<file path="src/rtl/imm_extend_seq.sv">
// Registered immediate extender with a two-instruction prefix merge.
// One pipeline stage between decode and execute, with stall and flush.
module imm_extend_seq #(
   parameter int unsigned INSTR_W  = 28,
   parameter int unsigned OUT_W    = 32,
   parameter int unsigned PREFIX_W = 16
) (
   input  logic               clk,
   input  logic               rst,
   input  logic               in_valid,
   input  logic [INSTR_W-1:0] Instr,
   input  logic [2:0]         ImmSrc,
   input  logic               stall,
   input  logic               flush,
   output logic               out_valid,
   output logic [OUT_W-1:0]   ExtImm,
   output logic               prefix_pending
);

   localparam int unsigned LOW_W  = OUT_W - PREFIX_W;
   localparam int unsigned BASE_W = (INSTR_W > 19) ? INSTR_W : 19;
   localparam int unsigned WIDE_W = (BASE_W > PREFIX_W) ? BASE_W : PREFIX_W;

   typedef enum logic {IDLE, PREFIX} state_t;

   state_t              state, state_nxt;
   logic [PREFIX_W-1:0] prefix_reg, prefix_nxt;
   logic [OUT_W-1:0]    ext_nxt;
   logic                out_valid_nxt;
   logic [WIDE_W-1:0]   instr_w;
   logic [OUT_W-1:0]    field_c;
   logic [OUT_W-1:0]    merged_c;
   logic                unused_instr;

   // Widen so the prefix slice stays legal even when PREFIX_W exceeds INSTR_W.
   assign instr_w      = WIDE_W'(Instr);
   assign unused_instr = ^instr_w;

   // Field extraction and extension at the full output width.
   always_comb begin
      field_c = '0;
      case (ImmSrc)
         3'b000, 3'b001: field_c = OUT_W'(instr_w[18:0]);
         3'b010:         field_c = OUT_W'(instr_w[16:0]);
         3'b011:         field_c = OUT_W'(instr_w[15:0]);
         3'b100:         field_c = {{(OUT_W-16){instr_w[15]}}, instr_w[15:0]};
         3'b101:         field_c = {{(OUT_W-17){instr_w[16]}}, instr_w[16:0]};
         default:        field_c = '0;
      endcase
   end

   assign merged_c = {prefix_reg, field_c[LOW_W-1:0]};

   // Next-state and next-output logic; flush beats stall beats accept.
   always_comb begin
      state_nxt     = state;
      prefix_nxt    = prefix_reg;
      ext_nxt       = ExtImm;
      out_valid_nxt = out_valid;
      if (flush) begin
         state_nxt     = IDLE;
         out_valid_nxt = 1'b0;
      end else if (!stall) begin
         out_valid_nxt = 1'b0;
         if (in_valid) begin
            if (ImmSrc == 3'b110) begin
               prefix_nxt = instr_w[PREFIX_W-1:0];
               state_nxt  = PREFIX;
            end else begin
               ext_nxt       = (state == PREFIX) ? merged_c : field_c;
               out_valid_nxt = 1'b1;
               state_nxt     = IDLE;
            end
         end
      end
   end

   always_ff @(posedge clk or posedge rst) begin
      if (rst) begin
         state          <= IDLE;
         prefix_reg     <= '0;
         ExtImm         <= '0;
         out_valid      <= 1'b0;
         prefix_pending <= 1'b0;
      end else begin
         state          <= state_nxt;
         prefix_reg     <= prefix_nxt;
         ExtImm         <= ext_nxt;
         out_valid      <= out_valid_nxt;
         prefix_pending <= (state_nxt == PREFIX);
      end
   end

endmodule

</file>
<file path="config.mk">
export PLATFORM = sky130hd
export DESIGN_NAME = imm_extend_seq
export DESIGN_NICKNAME = d
export VERILOG_FILES = /design/src/rtl/imm_extend_seq.sv
export SDC_FILE = /design/constraint.sdc
export NUM_CORES = 1
export LEC_CHECK = 0
export CAP_MARGIN = 20
export CORE_MARGIN = 5
export CORE_UTILIZATION = 41
export CTS_CLUSTER_DIAMETER = 200
export DETAILED_ROUTE_END_ITERATION = 8
export PLACE_DENSITY = 0.76
export SYNTH_ARGS = -nofsm -noshare
export SYNTH_HDL_FRONTEND = slang
export SYNTH_SLANG_ARGS = --single-unit
</file>
<file path="constraint.sdc">
create_clock -name clk -period 1.6 [get_ports clk]
set_clock_uncertainty 0.05 [all_clocks]
set_input_delay 0.32 -clock clk [delete_from_list [all_inputs] [get_ports clk]]
set_output_delay 0.32 -clock clk [all_outputs]
set_load 0.02 [all_outputs]
</file>
==> qor.txt, run 1 <==
CP max stage delay: 400 ps
share of layout cells above drive strength 1: 20.7%
clock slew at reported path FFs: 80 ps
Hold Fails Final Rpt: 0
Core Region: 5010 sq um
Placed Area: 2920 sq um
critical path class: reg2out
Antenna Cells: 0
Starting Density: 41.6%
PnR worst setup slack: 164 ps
synthesis-stage register bit count: 50
Crit. End Element: output port
Inst Count DP: 328
register area share after synthesis: 60.1%
Cell Area, Synth: 2080 sq um
Final TNS setup: 0 ps
Layout area overhead: 46.1%
Vias/cell: 5.04
Mapped Nets: 222
Startpoint Class: register
post-synthesis mux area share: 9.19%
clock sink count: 50
min-delay src: stall
largest family of logic cells by synthesized area: compound AO/OA/AOI/OAI gates
DRT Wirelength: 5210 microns
Power Total: 3.35 mW
GRT Overall Usage: 17.2%
port bufs: 60
via count: 1,692
post-layout util: 60.8%
Synth Area in Adders: 0%
max FFs per register: 32
worst min path class: in2reg
DIE AREA: 6610 sq um
num rows: 26
antenna violations before repair: 0
pin count of the biggest net entering global routing: 51
grt ovf: 0
Post-Synth XOR/XNOR Area: 0%
Synth Area in Compound Gates: 15.0%
IO Pins: 70
DR iter-0 viols: 82
WL/cell: 15.5 microns
Die Ht: 81.3 microns
final std cells w/o fill: 336
asr flop ratio synth: 100%
RSZ-0062 raised after global routing: no
average cell area after synthesis: 11.2 sq um
relative slew slack: 78.2%
kind of cell adding the most delay to the critical path: flip-flops
outcome: complete, no violations
global-route wire length before repair: 8460 microns
EDFF count, synth: 0
worst path arrival time: 1070 ps
Root Buffer: clkbuf_8
YS warnings: 0
Final ANT Viol Nets: 0
count of buffer and inverter cells on the critical path: 1
CP Cell Sequence: dlygate4sd2_1
Worst Tran Pin Value: 326 ps
reg2reg start: state$_DFFE_PP0P_
Hold WS: 291 ps
Num CTS Buffers: 5
Final HPWL DP: 3730 microns
die span in x: 81.3 microns
Worst setup startpoint: state$_DFFE_PP0P_
CTS tree: yes
Yosys top cell area share: 60.1%
max_cap viols: 0
Synth area leaders: dfrtp_1 60%, mux2_2 9.2%, a31oi_1 4.5%, a21oi_1 4.3%, nand3_1 3.1%
drt pass-1 iters: 4
CP max stage cell: dfrtp_1
setup violators final: 0
post-layout minimum cycle time: 1440 ps
GPL Wtd Cong: 0.760
Final Max Slew Viols: 0
Worst EP required: 1230 ps
# nets final: 302
final period utilization: 89.7%
Peak supply drop: 0.609 mV
clock buffer depth: 2
vias in the first global route: 1,747
# H-tree levels: 2
DRC viols: 0
CP Max Fanout: 4
area leader, netlist: dfrtp_1
pre-CTS setup slack: -302 ps
design area: 3040 sq um
dominant synthesized flop cell: dfrtp_1
synth unique cells: 22
Post-CTS Setup Inserts: 0
simple-gate portion of the synthesized area: 10.2%
f_max: 697 MHz
Worst-Skew Late Latency: 300 ps
pwr/cell area: 1100 nW/um^2
P_leak: 1.46 nW
post-synthesis cell count: 186
## power by group
| group | leakage [nW] | switching [mW] | total (mW) | internal [mW] |
|---|---|---|---|---|
| sequential | 0.618 | 0.127 | 1.62 | 1.49 |
| combinational | 0.780 | 0.447 | 0.832 | 0.385 |
| clock | 0.0573 | 0.396 | 0.896 | 0.500 |
## per-layer routing
metal | part of all wire [%] | GRT usage (%)
met5 | 0 | 0
met4 | 2.1 | 8.95
met3 | 3.9 | 2.66
met2 | 51 | 28.3
met1 | 43 | 21.7
## path summary, 6_finish.rpt
kind	to	slack, ps	cells past startpoint
worst min register to register	prefix_reg[9]$_DFFE_PP0P_	460	1
worst max register to register	ExtImm[19]$_DFFE_PP0P_	210	5
worst min-delay path	out_valid$_DFFE_PP0P_	290	3
min in group asynchronous	ExtImm[8]$_DFFE_PP0P_	310	3
max in group asynchronous	prefix_reg[4]$_DFFE_PP0P_	950	3
worst max-delay path	prefix_pending	160	1
## kinds of logic (layout without fill, tap and decap cells)
kind of cell    after synthesis  after routing
compound gates               53             53
flops                        50             50
simple gates                 39             39
buf+inv                      27            107
mux                          17             17
## worst reg2reg max path: stages (launching register included)
cell and delay [ps]:
dfrtp_1 420, buf_4 210, nor2_1 100, nand3_1 140, buf_4 190, a31oi_1 180
## cells in the mapped netlist (all sizes together), types with 2 or more instances
cell	instances
nor4b	2
inv	15
buf	6
a22o	4
o21ai	13
a31oi	15
and2	2
mux2	17
dfrtp	50
clkbuf	6
nand2	17
a21oi	18
nand3	13
## repair_timing
action | in CTS | in global routing
hold buffers | 0 | 0
pin swaps | 0 | 1
setup endpoints to repair | 34 | 15
gates cloned | 0 | 1
resized for setup | 34 | 9
## cell usage in the layout (no fill, tap or decap)
cell / n
buf_12: 2
o21ai_0: 13
nor2_1: 1
clkdlybuf4s50_1: 20
inv_2: 1
a22o_1: 4
clkbuf_8: 6
clkbuf_16: 1
nor3_4: 1
a31oi_1: 15
mux2_2: 17
nand3b_4: 1
buf_6: 1
dlygate4sd2_1: 34
a21oi_1: 18
nor4b_1: 2
nand2b_4: 1
a41oi_1: 1
dfrtp_1: 50
nand3_1: 13
bufinv_16: 1
nand2_1: 17
inv_1: 14
a31o_2: 1
dlymetal6s2s_1: 6
and2_1: 2
buf_4: 21
a2111o_1: 1
nor3b_2: 1
## area by class of cell
cell class                      instances  area [sq um]
Clock inverter                          1          30.0
Tap cell                               70          87.6
Fill cell                             446          1970
Sequential cell                        50          1250
Timing Repair Buffer                   85           807
Clock buffer                            6          82.6
Inverter                               15          56.3
Multi-Input combinational cell        109           729
Power figures use the tool's default switching activity.
==> inputs of run 2 (changes only) <==
--- a/config.mk
+++ b/config.mk
@@ -5,12 +5,12 @@
 export SDC_FILE = /design/constraint.sdc
 export NUM_CORES = 1
 export LEC_CHECK = 0
-export CAP_MARGIN = 20
 export CORE_MARGIN = 5
-export CORE_UTILIZATION = 41
+export CORE_UTILIZATION = 50
 export CTS_CLUSTER_DIAMETER = 200
 export DETAILED_ROUTE_END_ITERATION = 8
-export PLACE_DENSITY = 0.76
+export DONT_BUFFER_PORTS = 1
+export PLACE_DENSITY = 0.68
 export SYNTH_ARGS = -nofsm -noshare
 export SYNTH_HDL_FRONTEND = slang
 export SYNTH_SLANG_ARGS = --single-unit
==> qor.txt, run 2 (synthesis gave the netlist of run 1 again) <==
final std cells w/o fill: 246 (was 336)
Core Region: 4030 sq um (was 5010 sq um)
min-delay src: flush (was stall)
GPL Wtd Cong: 0.740 (was 0.760)
Int Power: 2.12 mW (was 2.38 mW)
clock buffer depth: 2 (unchanged)
Fill cells: 353 (was 446)
CP max stage cell: dfrtp_1 (unchanged)
outcome: complete, no violations (unchanged)
global-route wire length before repair: 8000 microns (was 8460 microns)
Final Max Slew Viols: 0 (unchanged)
Layout area overhead: 11.4% (was 46.1%)
Worst-Skew Late Latency: 300 ps (about the same)
DRT Wirelength: 4800 microns (was 5210 microns)
share of layout cells above drive strength 1: 21.9% (was 20.7%)
CP Cell Sequence: nor2_1 > nand3_1 > buf_4 > a31oi_1 (was dlygate4sd2_1)
DR iter-0 viols: 120 (was 82)
clock slew at reported path FFs: 90 ps (was 80 ps)
Hold Crit Depth: 1 (was 3)
via count: 1,453 (was 1,692)
r2r worst-path depth: 4 (was 5)
post-layout minimum cycle time: 1340 ps (was 1440 ps)
worst path arrival time: 1520 ps (was 1070 ps)
final period utilization: 84.0% (was 89.7%)
antenna violations before repair: 0 (unchanged)
Crit. End Element: register (was output port)
Hold WS: 78.6 ps (was 291 ps)
clock sink count: 50 (unchanged)
grt ovf: 0 (unchanged)
post_cts resized: 0 (was 34)
Reg2Reg Capture Point: ExtImm[23]$_DFFE_PP0P_ (was ExtImm[19]$_DFFE_PP0P_)
IO Pins: 70 (unchanged)
worst min path class: in2reg (unchanged)
Switch Pwr: 928 uW (was 969 uW)
Root Buffer: clkbuf_8 (unchanged)
f_max: 744 MHz (was 697 MHz)
Hold Fails Final Rpt: 0 (unchanged)
port bufs: 0 (was 60)
WL/cell: 19.5 microns (was 15.5 microns)
pre-CTS setup slack: 202 ps (was -302 ps)
Vias/cell: 5.91 (was 5.04)
Worst Tran Pin Value: 316 ps (was 326 ps)
GRT Overall Usage: 19.4% (was 17.2%)
Post-CTS Setup Inserts: 0 (unchanged)
Net Sw Frac: 30.4% (was 28.9%)
CTS tree: yes (unchanged)
Final HPWL DP: 3490 microns (was 3730 microns)
DIE AREA: 5560 sq um (was 6610 sq um)
critical path class: reg2reg (was reg2out)
sequential power share: 60.5% (was 48.4%)
R2R Setup Slk: 260 ps (was 210 ps)
# nets final: 231 (was 302)
Final TNS setup: 0 ps (unchanged)
DRC viols: 0 (unchanged)
CP Max Fanout: 8 (was 4)
Antenna Cells: 0 (unchanged)
Gate power share: 11.0% (was 24.8%)
CP max stage delay: 440 ps (was 400 ps)
Num CTS Buffers: 5 (unchanged)
Inst Count DP: 237 (was 328)
# H-tree levels: 2 (unchanged)
kind of cell adding the most delay to the critical path: flip-flops (unchanged)
Startpoint Class: register (unchanged)
count of buffer and inverter cells on the critical path: 1 (unchanged)
RSZ-0062 raised after global routing: no (unchanged)
Die Ht: 74.6 microns (was 81.3 microns)
reg2reg start: state$_DFFE_PP0P_ (unchanged)
commonest non-fill, non-tap cell in the layout: dfrtp_1 (unchanged)
max FFs per register: 32 (unchanged)
setup violators final: 0 (unchanged)
P_leak: 1.03 nW (was 1.46 nW)
vias in the first global route: 1,576 (was 1,747)
Clk pwr share: 28.5% (was 26.7%)
most frequent cells in the layout: 50 x dfrtp_1, 18 x a21oi_1, 17 x mux2_2, 17 x nand2_1, 15 x a31oi_1 (was 50 x dfrtp_1, 34 x dlygate4sd2_1, 21 x buf_4)
Worst EP required: 1780 ps (was 1230 ps)
pin count of the biggest net entering global routing: 51 (unchanged)
PnR worst setup slack: 255 ps (was 164 ps)
drt pass-1 iters: 4 (unchanged)
relative slew slack: 78.9% (was 78.2%)
Starting Density: 51.7% (was 41.6%)
pwr/cell area: 1320 nW/um^2 (was 1100 nW/um^2)
die span in x: 74.6 microns (was 81.3 microns)
Min-Delay Endpoint: out_valid$_DFFE_PP0P_ (unchanged)
max_cap viols: 0 (unchanged)
Peak supply drop: 0.878 mV (was 0.609 mV)
Final ANT Viol Nets: 0 (unchanged)
num rows: 23 (was 26)
==> run 2: area by class of cell <==
type                       count  area, sq um  area share, %
timing repair buffer          14          120           5.18
inverter                      15         56.3           2.43
tap                           50         62.6           2.70
sequential                    50         1250           53.9
multi-input combinational    109          722           31.1
clock inverter                 3         40.0           1.73
clock buffer                   5         68.8           2.96
==> run 2: repair_timing <==
action                     CTS  global route
hold endpoints to repair    50             0
hold buffers                 1             0
setup endpoints to repair    0             0
==> run 2: metrics by stage <==
stage | util (%) | total power [mW] | instance area, sq um
global route | 57.6 | 3.21 | 2320
floorplan | - | 2.08 | 2080
detailed placement | 54.7 | 2.22 | 2200
global placement | 54.7 | 2.18 | 2200
CTS | 57.6 | 3.09 | 2320
finish | 57.6 | 3.05 | 2320
==> run 2: power by group through the flow <==
stage	registers [mW]	logic, mW	clock network [mW]
floorplan	1.82	0.266	0
global placement	1.86	0.315	0
detailed placement	1.88	0.339	0
CTS	1.85	0.342	0.891
global route	1.88	0.389	0.941
finish	1.85	0.335	0.870
==> run 2: worst max-delay path by stage <==
stage | start | to | slack (ps) | depth (start not counted)
floorplan | rst | ExtImm[0]$_DFFE_PP0P_ | 30 | 1
global placement | ImmSrc[0] | prefix_reg[1]$_DFFE_PP0P_ | 240 | 4
detailed placement | ImmSrc[0] | prefix_reg[14]$_DFFE_PP0P_ | 200 | 4
CTS | state$_DFFE_PP0P_ | ExtImm[18]$_DFFE_PP0P_ | 250 | 4
global route | state$_DFFE_PP0P_ | ExtImm[20]$_DFFE_PP0P_ | 160 | 4
finish | state$_DFFE_PP0P_ | ExtImm[23]$_DFFE_PP0P_ | 260 | 4
==> run 2: per-layer routing <==
metal	wire length, microns	global-route usage, %	vias to the layer above
li1	-	-	671
met1	1870	24.2	717
met2	2370	31.0	54
met3	458	6.22	11
met4	106	8.30	0
met5	0	0	-
==> run 2: worst reg2reg max path, stage by stage, from the launching register on <==
cell and delay (ps):
dfrtp_1 440, nor2_1 110, nand3_1 260, buf_4 260, a31oi_1 160
